===== config.mk =====
export PLATFORM = sky130hd
export DESIGN_NAME = regfile_scoreboard
export DESIGN_NICKNAME = d
export VERILOG_FILES = /design/src/rtl/regfile_scoreboard.sv
export SDC_FILE = /design/constraint.sdc
export NUM_CORES = 1
export LEC_CHECK = 0
export BUFFER_PORTS_ARGS = -buffer_cell sky130_fd_sc_hd__clkbuf_2
export CORE_ASPECT_RATIO = 0.7
export CORE_MARGIN = 2
export CORE_UTILIZATION = 32
export CTS_BUF_LIST = sky130_fd_sc_hd__clkbuf_4
export DETAILED_ROUTE_END_ITERATION = 12
export HOLD_SLACK_MARGIN = 0.15
export PLACE_DENSITY = 0.57
export SYNTH_ARGS = -nofsm -noshare
export SYNTH_HDL_FRONTEND = slang
export SYNTH_SLANG_ARGS = --single-unit

===== constraint.sdc =====
create_clock -name clk -period 4 [get_ports clk]
set_input_delay 0.4 -clock clk [delete_from_list [all_inputs] [get_ports clk]]
set_output_delay 0.4 -clock clk [all_outputs]
set_load 0.01 [all_outputs]

===== src/rtl/regfile_scoreboard.sv =====
// Decode-stage integer register file with bypass, x0 = 0,
// post-reset clearing sequencer and per-register pending scoreboard.
module regfile_scoreboard #(
  parameter  int XLEN     = 32,
  parameter  int NREGS    = 32,
  parameter  int NUM_READ = 2,
  localparam int AW       = $clog2(NREGS)
) (
  input  logic                     clk,
  input  logic                     reset,
  output logic                     ready,
  input  logic [NUM_READ*AW-1:0]   rs_address,
  output logic [NUM_READ*XLEN-1:0] rs_data,
  output logic [NUM_READ-1:0]      rs_pending,
  input  logic                     issue_valid,
  input  logic [AW-1:0]            issue_address,
  input  logic [AW-1:0]            rd_address,
  input  logic [XLEN-1:0]          rd_data,
  input  logic [AW-1:0]            bypass_address,
  input  logic [XLEN-1:0]          bypass_data
);

  typedef enum logic {INIT, RUN} state_t;

  localparam logic [AW-1:0] LAST = AW'(NREGS - 1);

  state_t          state;
  logic [AW-1:0]   idx;
  logic [NREGS-1:0] pend;
  logic [NREGS-1:0] pend_nxt;
  logic [XLEN-1:0] regs [NREGS];

  always_comb begin
    pend_nxt = pend;
    if (rd_address != '0)
      pend_nxt[rd_address] = 1'b0;
    // a new producer issued this cycle outranks the retiring one
    if (issue_valid && issue_address != '0)
      pend_nxt[issue_address] = 1'b1;
    pend_nxt[0] = 1'b0;
  end

  always_ff @(posedge clk) begin
    if (reset) begin
      state <= INIT;
      idx   <= AW'(1);
      ready <= 1'b0;
      pend  <= '0;
    end else begin
      unique case (state)
        INIT: begin
          if (idx == LAST) begin
            state <= RUN;
            ready <= 1'b1;
          end else begin
            idx <= idx + AW'(1);
          end
        end
        RUN: pend <= pend_nxt;
      endcase
    end
  end

  always_ff @(posedge clk) begin
    if (!reset) begin
      if (state == INIT)
        regs[idx] <= '0;
      else if (rd_address != '0)
        regs[rd_address] <= rd_data;
    end
  end

  for (genvar i = 0; i < NUM_READ; i++) begin : g_rd
    logic [AW-1:0]   a;
    logic [XLEN-1:0] d;
    logic            hit_byp;
    logic            hit_rd;

    assign a       = rs_address[i*AW +: AW];
    assign hit_byp = (a == bypass_address);
    assign hit_rd  = (a == rd_address);

    always_comb begin
      d = '0;
      if (!ready || a == '0)
        d = '0;
      else if (hit_byp)
        d = bypass_data;
      else if (hit_rd)
        d = rd_data;
      else
        d = regs[a];
    end

    assign rs_data[i*XLEN +: XLEN] = d;
    assign rs_pending[i] = ready && pend[a] && (a != '0)
                           && !hit_byp && !hit_rd;
  end

endmodule


==> results of run 1 <==
## how the worst min path moves through the flow
stage                     startpoint           to  slack, ps  depth (start not counted)
floorplan                    pend[3]      pend[3]        460                          2
global placement             pend[6]      pend[6]        480                          2
detailed placement          pend[14]     pend[14]        480                          2
CTS                 issue_address[2]     pend[18]        160                          5
global route             rd_data[26]  regs[3][26]        280                          4
finish              issue_address[2]     pend[18]        270                          5
## Yosys cell counts (all sizes together), types with 6 or more instances
| library cell | count | area, µm² |
|---|---|---|
| nor2 | 79 | 296.5 |
| o2111ai | 6 | 52.55 |
| o21ai | 61 | 305.3 |
| clkbuf | 91 | 341.6 |
| o221ai | 75 | 656.9 |
| xnor2 | 14 | 122.6 |
| a2111oi | 10 | 87.58 |
| and2 | 32 | 200.2 |
| a211oi | 8 | 60.06 |
| o211ai | 13 | 97.59 |
| mux2 | 32 | 360.4 |
| a22oi | 66 | 495.5 |
| nand2b | 38 | 237.7 |
| a221o | 7 | 70.07 |
| nor3 | 18 | 95.09 |
| o22ai | 66 | 412.9 |
| nand3b | 13 | 97.59 |
| nand2 | 119 | 446.7 |
| mux2i | 267 | 2673 |
| dfxtp | 38 | 760.7 |
| nor3b | 7 | 52.55 |
| a21oi | 50 | 250.2 |
| nand3 | 44 | 220.2 |
| buf | 145 | 969.7 |
| nand4 | 14 | 87.58 |
| mux4 | 458 | 10330 |
| a221oi | 9 | 91.34 |
| edfxtp | 1024 | 30750 |
| xor2 | 9 | 78.83 |
| nor2b | 10 | 62.56 |
| a211o | 38 | 332.8 |
## power by group through the flow
stage / sequential (mW) / clock [mW] / combinational, mW
2_1_floorplan: 12.4 / 0 / 1.26
5_1_grt: 12.2 / 9.38 / 2.11
4_1_cts: 12.2 / 8.83 / 2.00
3_3_place_gp: 12.4 / 0 / 1.94
3_5_place_dp: 12.4 / 0 / 1.95
6_report: 12.2 / 8.63 / 2.02
## area by class of cell
cell class	count	area, µm²	area share
antenna	7	17.52	0.0002930
clock buffer	347	2605	0.04358
clock inverter	86	414.1	0.006928
inverter	5	21.27	0.0003558
multi-input combinational	1593	18880	0.3159
sequential	1062	31510	0.5271
tap	2108	2638	0.04412
timing repair buffer	445	3686	0.06167
## state kept, by name (all words and copies together) (netlist names)
signal / cells
regs: 1024
pend: 31
idx: 5
ready: 1
state: 1
## metrics by stage
stage / util / std cells / setup slack (ps)
after floorplan: - / 2896 / 587.7
after global placement: 0.3527 / 5140 / 406.1
after detailed placement: 0.3527 / 5140 / 360.6
after CTS: 0.3764 / 5646 / 37.20
after global routing: 0.3765 / 5651 / -1.670
final: 0.3765 / 5653 / 123.5
## cells by family after synthesis
logic type | Yosys count
AND/OR/NAND/NOR | 385
flip-flops | 1062
XOR/XNOR | 23
AO/OA/AOI/OAI | 426
buffers and inverters | 241
adder cells (fa/ha/maj) | 2
multiplexers | 757
## critical path, stage by stage (launching register included)
cell	delay (ps)
dfxtp_1	360
buf_4	180
o31ai_4	110
nor3_2	230
buf_4	390
o21ai_0	180
o32ai_1	520
clkbuf_2	240
## repair_timing
action                      CTS  global route
cloned                        0             0
gates resized for setup       5             1
hold buffers                 73             0
setup endpoints to repair     3             1
hold endpoints to repair   1081             0
## routing by layer
metal  global-route usage  part of all wire
met1               0.3352              0.43
met2               0.3059              0.42
met4              0.06484             0.025
met3              0.06238              0.13
met5                    0                 0
==> run summary, run 1 <==
WS Path Type - reg2out
Compound-Gate Fraction of Synth Area - 0.05965
Drt drc - 0
Depth of the most critical reg-to-reg path - 7
Cells after Synth - 2896
Area growth, synth to finish - 16.36%
Pwr dens - 381.7 nW/µm²
Net Sw Frac - 0.2510
Comb pwr share - 0.089
Via/cell ratio - 6.014
Worst-Skew Late Latency - 1190 ps
Final Total Pwr - 22.82 mW
Worst EP required - 3600 ps
Leak Pwr - 19.27 nW
Initial antenna violation count - 5
CTS buffer count - 239
Clock sinks - 1062
Clock power share - 0.378
Share of layout cells above drive strength 1 - 0.3626
Setup Skew - 51.81 ps
Final Slew Violations - 0
Int Pwr - 17.09 mW
Mapped cell area - 51370 µm²
Peak supply drop - 0.0002724 V
Max Root-Sink Buffers - 3
ANT nets after route - 0
CP max FO - 16
Worst Tran Pin Value - 1045 ps
DR iter-0 viols - 5263
Reg2Reg Capture Point - regs[18][2]
Number of synthesized flops with an enable pin - 1024
Die area - 163800 µm²
Highest clock rate - 258.0 MHz
Register area share after synthesis - 0.6134
DIE WIDTH - 482.9 µm
Switching power - 5.728 mW
Synth unique cells - 54
Vias - 34.00k
Filler cells - 14.75k
Hold WC Path Type - in2reg
Overflow after GRT - 0
Port Buf Inserts - 158
Critical path endpoint category - primary output
Core area - 158800 µm²
Reg2reg start - state
R2R setup slack - 1000 ps
Final period util - 0.9691
Synthesized net count - 2990
Critical path arrival - 3480 ps
TritonRoute pass-1 iters - 6
Seq pwr share - 0.533
Final setup viols - 0
Root Driver - clkbuf_4
CP endpoint - rs_data[59]
Max_cap viols - 0
Reg clk slew, reported paths - 80 ps
Outcome - finished, final reports clean
#FFs+latches synth - 1062
Mux cell area share after synthesis - 0.2602
Commonest non-fill, non-tap cell in the layout - edfxtp_1
Final nets - 3440
Largest net degree at the start of global routing - 74
First-pass GRT wire length - 256500 µm
Most frequent cells in the layout - edfxtp_1, mux4_2, clkbuf_4
Gr usage total - 0.2213
CTS tree - built
GPL Wtd Cong - 0.8386
Overall routed net length - 184100 µm
Asr flop ratio synth - 0
Top Ports - 159
Hpwl dp - 113400 µm
Number of global-route vias before repair - 32.92k
H-tree Lvls - 4
# Post-CTS Setup Buffers - 0
WL/cell - 32.56 µm
Post-Synth XOR/XNOR Area - 0.003921
Crit path launch - ready
Die span in y - 339.2 µm
Final Hold Fails - 0
Adder-Cell Fraction of Synth Area - 0.0004871
Final Instance Area - 59770 µm²
Slew margin rel. - 0.3035
Setup Total Neg Slack - 0 ps
Tmin final - 3877 ps
Post-synthesis simple-gate area fraction - 0.03649
Rows - 122
Synthesized area per cell - 17.74 µm²
Warning count from the yosys run - 0
Setup crit start kind - register
Main synth FF type - edfxtp_1
Largest family of logic cells by synthesized area - multiplexers
Initial Util - 0.3236
Post-placement cell area - 55990 µm²
WHS - 274.4 ps
Note: power is estimated with default switching activity, not from simulation.
==> run 2, diff against run 1 <==
--- a/config.mk
+++ b/config.mk
@@ -7,7 +7,6 @@
 export LEC_CHECK = 0
 export BUFFER_PORTS_ARGS = -buffer_cell sky130_fd_sc_hd__clkbuf_2
 export CORE_ASPECT_RATIO = 0.7
-export CORE_MARGIN = 2
 export CORE_UTILIZATION = 32
 export CTS_BUF_LIST = sky130_fd_sc_hd__clkbuf_4
 export DETAILED_ROUTE_END_ITERATION = 12
==> run summary, run 2 (same netlist as run 1, synthesis figures left out) <==
Overall routed net length - 182100 µm
Final Instance Area - 60210 µm²
Met3 GRT Util - 0.06855
Worst-Skew Late Latency - 1230 ps
Root Driver - clkbuf_4
Seq pwr share - 0.521
Vias - 34.04k
Final nets - 3487
Slew margin rel. - 0.1643
TritonRoute pass-1 iters - 5
First-pass GRT wire length - 254500 µm
Max FFs per register - 1024
Max_cap viols - 0
Setup Skew - 83.04 ps
Commonest non-fill, non-tap cell in the layout - edfxtp_1
Highest clock rate - 253.0 MHz
Critical path endpoint category - primary output
Pwr dens - 388.2 nW/µm²
Final setup viols - 0
GPL Wtd Cong - 0.8401
H-tree Lvls - 5
Clock power share - 0.393
RSZ-0062 raised after global routing - no
DR iter-0 viols - 5092
Setup crit start kind - register
Most flop-heavy register - regs
Int Pwr - 17.55 mW
Comb pwr share - 0.087
Setup WS pre-CTS - 187.8 ps
Setup WS post-layout - 47.63 ps
Critical path arrival - 3550 ps
Hold WC Path Type - in2reg
Leak Pwr - 19.49 nW
DIE WIDTH - 480.9 µm
CTS tree - built
Clock sinks - 1062
Multi-input logic area - 18920 µm²
Worst EP required - 3600 ps
Setup Total Neg Slack - 0 ps
Tmin final - 3952 ps
Hpwl dp - 111100 µm
Most frequent cells in the layout - edfxtp_1, mux4_2, clkbuf_4
Port Buf Inserts - 158
Final period util - 0.9881
CP max FO - 2
Placed cell count - 5137
WS Path Type - reg2out
Die area - 162200 µm²
Peak supply drop - 0.0002819 V
Gr usage total - 0.2225
Max Root-Sink Buffers - 4
Register Area - 31510 µm²
Final Slew Violations - 0
Via/cell ratio - 5.989
Die span in y - 337.2 µm
Switching power - 5.824 mW
Reg clk slew, reported paths - 70 ps
Outcome - finished, final reports clean
CTS buffer count - 278
Cell Count, Final, Fillers Out - 5683
Rows - 122
Largest net degree at the start of global routing - 99
Final Hold Fails - 0
Top flop regs - regs x1024, pend x31, idx x5
Met1 Use GR - 0.3299
Drt drc - 0
Worst Tran Pin Value - 1251 ps
Filler cells - 14.70k
Net Sw Frac - 0.2491
Top Ports - 159
Top Usage Layer GRT - met1
Initial antenna violation count - 6
Area growth, synth to finish - 17.21%
Number of global-route vias before repair - 33.26k
Post-placement cell area - 56050 µm²
Initial Util - 0.3236
ANT nets after route - 0
Core area - 158800 µm²
Share of layout cells above drive strength 1 - 0.3696
M2 GR Usage - 0.3115
WL/cell - 32.05 µm
Overflow after GRT - 0
run 2: cell type report:
cell class,instances,share of cell area
clock buffer,378,0.04713
inverter,5,0.0003533
antenna,6,0.0002494
timing repair buffer,453,0.06442
sequential,1062,0.5234
multi-input combinational,1593,0.3143
clock inverter,78,0.006421
tap,2108,0.04381
run 2: power by group through the flow:
| stage | Combinational (mW) | Clock (mW) | Sequential, mW |
|---|---|---|---|
| 2_1_floorplan | 1.26 | 0 | 12.4 |
| 3_3_place_gp | 1.96 | 0 | 12.4 |
| 3_5_place_dp | 1.96 | 0 | 12.4 |
| 4_1_cts | 2.01 | 9.34 | 12.2 |
| 5_1_grt | 2.12 | 9.92 | 12.2 |
| 6_report | 2.03 | 9.17 | 12.2 |
run 2: path summary, 6_finish.rpt:
kind                                       start      endpoint  slack (ps)  cells after the start
worst max-delay path                regs[29][25]   rs_data[57]          50                      6
worst min-delay path            issue_address[0]       pend[9]         340                      6
worst max register to register             state  regs[10][23]         740                      7
worst min register to register          pend[22]      pend[22]         490                      2
run 2: what timing repair did:
item,4_1_cts,5_1_grt
buffers inserted,9,0
hold buffers,77,0
pin swaps,5,0
gates resized for setup,9,4
endpoints found under the hold margin,1127,0
setup endpoints to repair,37,4
run 2: stage by stage:
stage | utilization | total power [mW] | hold slack, ps
after floorplan | - | 13.65 | 459.8
after global placement | 0.3531 | 14.37 | 475.0
after detailed placement | 0.3531 | 14.37 | 477.8
after CTS | 0.3792 | 23.53 | 205.7
after global routing | 0.3792 | 24.21 | 330.4
final | 0.3793 | 23.38 | 340.6
run 2: layer usage:
layer | wire length, µm | vias up
li1 | - | 13479
met1 | 79010 | 17937
met2 | 76400 | 2349
met3 | 22960 | 269
met4 | 3768 | 4
met5 | 16 | -
run 2: worst max-delay path, stage by stage (launching register included):
cell	delay, ps
edfxtp_1	400
mux4_2	450
mux2_2	290
a2111oi_1	510
nand3b_1	380
o22ai_1	180
clkbuf_2	170
